### config.mk
export PLATFORM = sky130hd
export DESIGN_NAME = pll_lock_reset
export DESIGN_NICKNAME = d
export VERILOG_FILES = /design/src/rtl/pll_lock_reset.sv
export SDC_FILE = /design/constraint.sdc
export NUM_CORES = 1
export LEC_CHECK = 0
export CAP_MARGIN = 0
export CORE_UTILIZATION = 40
export DETAILED_ROUTE_END_ITERATION = 6
export GPL_ROUTABILITY_DRIVEN = 1
export PLACE_DENSITY = 0.64
export SLEW_MARGIN = 25
export SYNTH_ARGS = -nofsm -noshare
export SYNTH_HDL_FRONTEND = slang
export SYNTH_SLANG_ARGS = --single-unit
### constraint.sdc
create_clock -name clock -period 3.2 [get_ports clock]
set_input_delay 0.64 -clock clock [delete_from_list [all_inputs] [get_ports clock]]
set_output_delay 0.64 -clock clock [all_outputs]
set_load 0.005 [all_outputs]
### src/rtl/pll_lock_reset.sv
// Lock-qualified reset generator: waits for a stable synchronized PLL lock,
// holds the downstream reset for a few more cycles, then releases it until lock is lost.
module pll_lock_reset #(
  parameter int unsigned STABLE_CYCLES = 1024,
  parameter int unsigned HOLD_CYCLES   = 16
) (
  input  logic       clock,
  input  logic       reset,
  input  logic       locked,
  input  logic       soft_reset,
  output logic       reset_out,
  output logic       ready,
  output logic [1:0] state_out,
  output logic [7:0] loss_count
);

  typedef enum logic [1:0] {
    WAIT_LOCK = 2'd0,
    STABILIZE = 2'd1,
    HOLD      = 2'd2,
    RUN       = 2'd3
  } state_t;

  localparam logic [15:0] STABLE_LAST = 16'(STABLE_CYCLES - 1);
  localparam logic [15:0] HOLD_LAST   = 16'(HOLD_CYCLES - 1);

  logic        sync1, sync2;
  logic        locked_s;
  state_t      state, next_state;
  logic [15:0] cnt, next_cnt;
  logic [7:0]  loss, next_loss;
  logic        reset_out_r, ready_r;

  // Two-flop synchronizer: the only consumer of the raw lock flag.
  always_ff @(posedge clock) begin
    if (reset) begin
      sync1 <= 1'b0;
      sync2 <= 1'b0;
    end else begin
      sync1 <= locked;
      sync2 <= sync1;
    end
  end

  assign locked_s = sync2;

  always_ff @(posedge clock) begin
    if (reset) begin
      state       <= WAIT_LOCK;
      cnt         <= '0;
      loss        <= '0;
      reset_out_r <= 1'b1;
      ready_r     <= 1'b0;
    end else begin
      state       <= next_state;
      cnt         <= next_cnt;
      loss        <= next_loss;
      reset_out_r <= (next_state != RUN);
      ready_r     <= (next_state == RUN);
    end
  end

  always_comb begin
    next_state = state;
    next_cnt   = '0;
    next_loss  = loss;
    unique case (state)
      WAIT_LOCK: begin
        if (locked_s) next_state = STABILIZE;
      end
      STABILIZE: begin
        if (!locked_s) begin
          next_state = WAIT_LOCK;
        end else if (cnt == STABLE_LAST) begin
          next_state = HOLD;
        end else begin
          next_cnt = cnt + 16'd1;
        end
      end
      HOLD: begin
        if (!locked_s) begin
          next_state = WAIT_LOCK;
          if (loss != '1) next_loss = loss + 8'd1;
        end else if (cnt == HOLD_LAST) begin
          next_state = RUN;
        end else begin
          next_cnt = cnt + 16'd1;
        end
      end
      RUN: begin
        // Lock loss outranks a coincident soft reset request.
        if (!locked_s) begin
          next_state = WAIT_LOCK;
          if (loss != '1) next_loss = loss + 8'd1;
        end else if (soft_reset) begin
          next_state = HOLD;
        end
      end
      default: next_state = WAIT_LOCK;
    endcase
  end

  assign reset_out  = reset_out_r;
  assign ready      = ready_r;
  assign state_out  = state;
  assign loss_count = loss;

endmodule

==> flow_metrics.env, run 1 <==
export IMPL_postCtsSetupRepairBufs=0
export IMPL_ys_top_cells_by_area="dfxtp_1 (41%), nor2_1 (8.3%), xor2_1 (7.2%), ha_1 (5.2%), xnor2_1 (4.2%)"
export IMPL_finalSetupViolCount=0
export IMPL_ir_worst_vdd_v=0.000164
export IMPL_initial_core_util_pct=42.6
export IMPL_synth_avg_cell_area_um2=8.93
export IMPL_synth_commonest_cells="nor2_1 (32), dfxtp_1 (30), xor2_1 (12), nand2_1 (11), nand3_1 (8)"
export IMPL_slew_violations=0
export IMPL_die_w_um=62.3
export IMPL_cts_hold_buf=0
export IMPL_cts_resized=0
export IMPL_worstPathRequired_ns=2.56
export IMPL_place_congestion=0.776
export IMPL_power_uw=592
export IMPL_utilization_pct=49.1
export IMPL_slowest_delay_ns=0.55
export IMPL_fp_row_count=21
export IMPL_p_per_area_nw_per_um2=353
export IMPL_max_cap_viol_count=0
export IMPL_die_area_um2=3880
export IMPL_crit_family="buffers and inverters"
export IMPL_cp_data_arrival_time_ns=1.32
export IMPL_crit_fanout=6
export IMPL_postRouteAntennaNets=0
export IMPL_slew_headroom_pct=65.2
export IMPL_min_path_type="reg -> reg"
export IMPL_path_cells="clkdlybuf4s50_1"
export IMPL_grt_pass1_wl_um=4820
export IMPL_cts_root_buf="clkbuf_4"
export IMPL_clk_latency_ns=0.31
export IMPL_routed_wirelength_um=2680
export IMPL_cts_max_level=2
export IMPL_finalSetupTns_ns=0
export IMPL_ys_ff_latch=30
export IMPL_cp_slowest_cell="clkdlybuf4s50_1"
export IMPL_start_kind="flop"
export IMPL_firstDrtPassIters=4
export IMPL_period_needed_ns=1.96
export IMPL_async_reset_ff_share_pct=0
export IMPL_num_antenna_cells=0
export IMPL_synth_most_common_cell="nor2_1"
export IMPL_drc=0
export IMPL_post_drt_wl_per_cell_um=11.8
export IMPL_clkTransAtPathRegs_ns=0.08
export IMPL_final_setup_skew_ns=0.00403
export IMPL_yosysWarnings=0
export IMPL_via_per_inst=5.15
export IMPL_grt_max_degree=17
export IMPL_yosysUniqueCellTypes=37
export IMPL_regArea_um2=601
export IMPL_end_kind="output pin"
export IMPL_hold_ws_ns=0.448
export IMPL_port_buffers=15
export IMPL_area_growth_pct=15.3
export IMPL_tightest_slew_ns=0.518
export IMPL_vias=1170
export IMPL_synthCells=163
export IMPL_cts_sinks=30
export IMPL_rsz0062_at_grt="false"
export IMPL_post_dp_hpwl_um=1950
export IMPL_syn_num_nets=173
export IMPL_synth_top_area_share_pct=41.3
export IMPL_multi_input_area_um2=802
export IMPL_fillerInstances=332
export IMPL_path_class="reg -> out"
export IMPL_grt_use_total_pct=15.8
export IMPL_cts_made_buffers=5
export IMPL_ios=16
export IMPL_ys_flop_type="dfxtp_1"
export IMPL_hold_violations=0
export IMPL_netlist_area_um2=1460
export IMPL_status="complete, no violations"
export IMPL_synth_largest_area_cell="dfxtp_1"
export IMPL_grt_pass1_vias=1102
export IMPL_fmax_mhz=509
export IMPL_leakage_nw=0.571
export IMPL_cts_tree="built"
export IMPL_overflow=0
export IMPL_nets=191
export IMPL_period_share_pct=61.4
export IMPL_cts_path_max_buffers=2
export IMPL_die_h_um=62.3
export IMPL_synth_edf_count=0
export IMPL_coreArea_um2=3420
export IMPL_ys_seq_area_share_pct=41.3
export IMPL_drive_gt1_share_pct=6.63
export IMPL_first_iter_violations=93
export IMPL_critPathBufInv=1
export IMPL_antenna_found_initial=0
layout by cell type (no fill, tap or decap), drive strengths merged, types with 2 or more instances in the layout:
cell / instances
and4: 2
nand4: 5
nand3: 8
mux2i: 2
nor2b: 3
dfxtp: 30
nor3: 4
nand2: 11
xnor2: 7
clkbuf: 7
inv: 6
a21oi: 5
xor2: 12
ha: 6
o21ai: 2
nor4: 3
and3: 5
nor2: 32
clkdlybuf4s50: 15
through the flow:
| step | cells | instance area, um^2 | worst slack, ns |
|---|---|---|---|
| after floorplan | 163 | 1460 | 1.53 |
| after global placement | 220 | 1630 | 1.02 |
| after detailed placement | 220 | 1630 | 0.943 |
| after CTS | 227 | 1680 | 1.23 |
| after global routing | 227 | 1680 | 1.14 |
| final | 227 | 1680 | 1.24 |
flip-flops by register name, summed over array words and instances (netlist names):
register	flops
cnt	16
locked_s	1
loss_count	8
ready	1
reset_out	1
state_out	2
sync1	1
report_power, final:
| group | leakage [nW] | internal (mW) | switching [mW] |
|---|---|---|---|
| sequential | 0.242 | 0.375 | 0.00250 |
| clock | 0.0254 | 0.0827 | 0.115 |
| combinational | 0.304 | 0.00928 | 0.00790 |
| total | 0.571 | 0.467 | 0.125 |
layout make-up:
type                       count  area share [%]
multi-input combinational    123            47.8
sequential                    30            35.8
inverter                       6            1.34
clock buffer                   7            2.68
tap                           46            3.43
timing repair buffer          15            8.95
cell families (layout without fill, tap and decap cells):
| kind of cell | after synthesis | in the layout | share of synthesized area (%) |
|---|---|---|---|
| buffers and inverters | 10 | 28 | 3.61 |
| flip-flops | 30 | 30 | 41.3 |
| XOR/XNOR | 19 | 19 | 11.4 |
| adder cells (fa/ha/maj) | 6 | 6 | 5.16 |
| AND/OR/NAND/NOR | 81 | 81 | 29.2 |
| multiplexers | 2 | 2 | 1.38 |
| AO/OA/AOI/OAI | 15 | 15 | 8.00 |
worst paths after layout:
check,start,to,slack [ns],cells past startpoint
max,loss_count[0],loss_count[0],1.24,1
min,sync1,locked_s,0.45,1
max reg2reg,cnt[0],cnt[8],1.32,6
min reg2reg,sync1,locked_s,0.45,1
routing by layer:
layer / GRT usage [%] / wire (um)
met2: 25.0 / 1190
met3: 6.99 / 120
met4: 6.10 / 40
met1: 18.7 / 1320
met5: 0 / 0
Power figures use the tool's default switching activity.
==> run 2, diff against run 1 <==
Settings changed: PLACE_DENSITY 0.64 to 0.66.
Clock period 3.2 ns to 1.8 ns, I/O delays scaled along.
==> run 2 against run 1 <==
  * Worst hold slack improved by 0.014 ns
  * First-iteration DRC count decreased by 45%
  * Count of clock-buffer cells in the layout unchanged
  * Clock power increased to 2.6 times the previous value
  * Global-route usage increased by 1.2 points
  * Critical path type is now reg -> reg
  * Critical path depth increased by 5
  * Design area increased by 8.9%
  * Die area unchanged
  * Final cell count increased by 4.0%
  * Sequential share of layout area decreased by 2.9 points
  * Largest power group unchanged
==> flow_metrics.env, run 2 (synthesis results as in run 1) <==
export IMPL_period_needed_ns=1.70
export IMPL_cts_hold_buf=0
export IMPL_cts_max_level=2
export IMPL_place_inst=228
export IMPL_ios=16
export IMPL_die_h_um=62.3
export IMPL_grt_pass1_wl_um=5180
export IMPL_p_per_area_nw_per_um2=666
export IMPL_end_kind="flop"
export IMPL_cp_data_arrival_time_ns=1.89
export IMPL_nets=199
export IMPL_place_congestion=0.759
export IMPL_via_per_inst=5.00
export IMPL_status="complete, no violations"
export IMPL_grt_pass1_vias=1226
export IMPL_fin_ws_ns=0.0983
export IMPL_initial_core_util_pct=42.6
export IMPL_area_growth_pct=25.6
export IMPL_cts_tree="built"
export IMPL_coreArea_um2=3420
export IMPL_slowest_delay_ns=0.45
export IMPL_tightest_slew_ns=0.479
export IMPL_overflow=0
export IMPL_antenna_found_initial=0
export IMPL_slew_violations=0
export IMPL_largest_reg_flops=16
export IMPL_path_class="reg -> reg"
export IMPL_grtUsageMet1_pct=20.5
export IMPL_port_buffers=15
export IMPL_min_path_type="reg -> reg"
export IMPL_period_share_pct=94.5
export IMPL_slew_headroom_pct=67.8
export IMPL_hold_violations=0
export IMPL_crit_fanout=6
export IMPL_layout_commonest_cell="nor2_1"
export IMPL_die_w_um=62.3
export IMPL_fp_row_count=21
export IMPL_path_cells="ha_1, a21oi_1, o221a_2, a211o_2, nor2_1, o21ai_0"
export IMPL_start_kind="flop"
export IMPL_worstPathRequired_ns=1.99
export IMPL_final_setup_skew_ns=0.00990
export IMPL_fin_cells=236
export IMPL_leakage_nw=0.634
export IMPL_cts_path_max_buffers=2
export IMPL_grt_util_met2_pct=27.3
export IMPL_cp_slowest_cell="dfxtp_1"
export IMPL_dp_worst_setup_slack_ns=-0.0561
export IMPL_post_dp_hpwl_um=2140
export IMPL_ir_worst_vdd_v=0.000339
export IMPL_finalSetupTns_ns=0
export IMPL_vias=1180
export IMPL_firstDrtPassIters=4
export IMPL_layout_common_cells="nor2_1 (31), dfxtp_1 (29), clkdlybuf4s50_1 (15)"
export IMPL_num_antenna_cells=0
export IMPL_finalSetupViolCount=0
export IMPL_cts_sinks=30
export IMPL_grt_busiest_layer="met2"
export IMPL_post_drt_wl_per_cell_um=12.3
export IMPL_routed_wirelength_um=2900
export IMPL_postRouteAntennaNets=0
export IMPL_cts_made_buffers=5
export IMPL_fmax_mhz=588
export IMPL_power_mw=1.22
export IMPL_top_register="cnt"
export IMPL_cts_root_buf="clkbuf_4"
export IMPL_drive_gt1_share_pct=14.2
export IMPL_clk_latency_ns=0.32
export IMPL_die_area_um2=3880
export IMPL_grt_use_total_pct=17.0
export IMPL_first_iter_violations=51
export IMPL_drc=0
export IMPL_grt_use_met3_pct=4.41
export IMPL_grt_max_degree=17
export IMPL_max_cap_viol_count=0
export IMPL_fillerInstances=332
export IMPL_clkTransAtPathRegs_ns=0.09
## run 2: power breakdown
group	switching [mW]	internal, mW	leakage (nW)
Combinational	0.0173	0.0208	0.351
Sequential	0.00470	0.666	0.243
Clock	0.213	0.295	0.0395
Total	0.235	0.982	0.634
## run 2: path summary, 6_finish.rpt
| check | from | endpoint | slack (ns) | cells past startpoint |
|---|---|---|---|---|
| worst max register to register | state_out[0] | reset_out | 0.1 | 6 |
| worst min register to register | cnt[0] | cnt[0] | 0.46 | 1 |
| worst min-delay path | cnt[0] | cnt[0] | 0.46 | 1 |
| worst max-delay path | state_out[0] | reset_out | 0.1 | 6 |
## run 2: critical path, delay by kind of cell, from the launching register on
kind	cells	cell delay [ns]
compound gates	4	0.75
simple gates	1	0.14
flops	1	0.45
fa+ha+maj	1	0.24
## run 2: through the flow
step                      instance area [um^2]  hold WS, ns  utilization (%)
final                                     1830        0.462             53.5
after global routing                      1830        0.475             53.5
after CTS                                 1790        0.464             52.3
after detailed placement                  1690        0.449             49.6
after global placement                    1690        0.420             49.6
after floorplan                           1460        0.414                -
## run 2: repair_timing
item                                    4_1_cts  5_1_grt
pin swaps                                     1        0
buffers inserted                              0        0
hold endpoints to repair                      0        0
gates cloned                                  0        0
endpoints found under the setup margin        2       20
resized for setup                             2        8
## run 2: final cells by class
class	instances	area, um^2	share of cell area (%)
Clock inverter	1	30.0	1.64
Tap cell	46	57.6	3.15
Sequential cell	30	602	32.9
Clock buffer	7	45.0	2.46
Inverter	6	22.5	1.23
Multi-Input combinational cell	123	857	46.9
Timing Repair Buffer	23	214	11.7
## run 2: metal layers
layer | up-vias | share of wire, %
met4 | 0 | 1.7
li1 | 613 | -
met2 | 15 | 47
met3 | 5 | 3.0
met5 | - | 0
met1 | 547 | 48
==> run 3, diff against run 2 <==
Settings changed: SLEW_MARGIN 25 to not set.
==> results of run 3 <==
Final layout, timing and power as in run 2 (identical DEF).
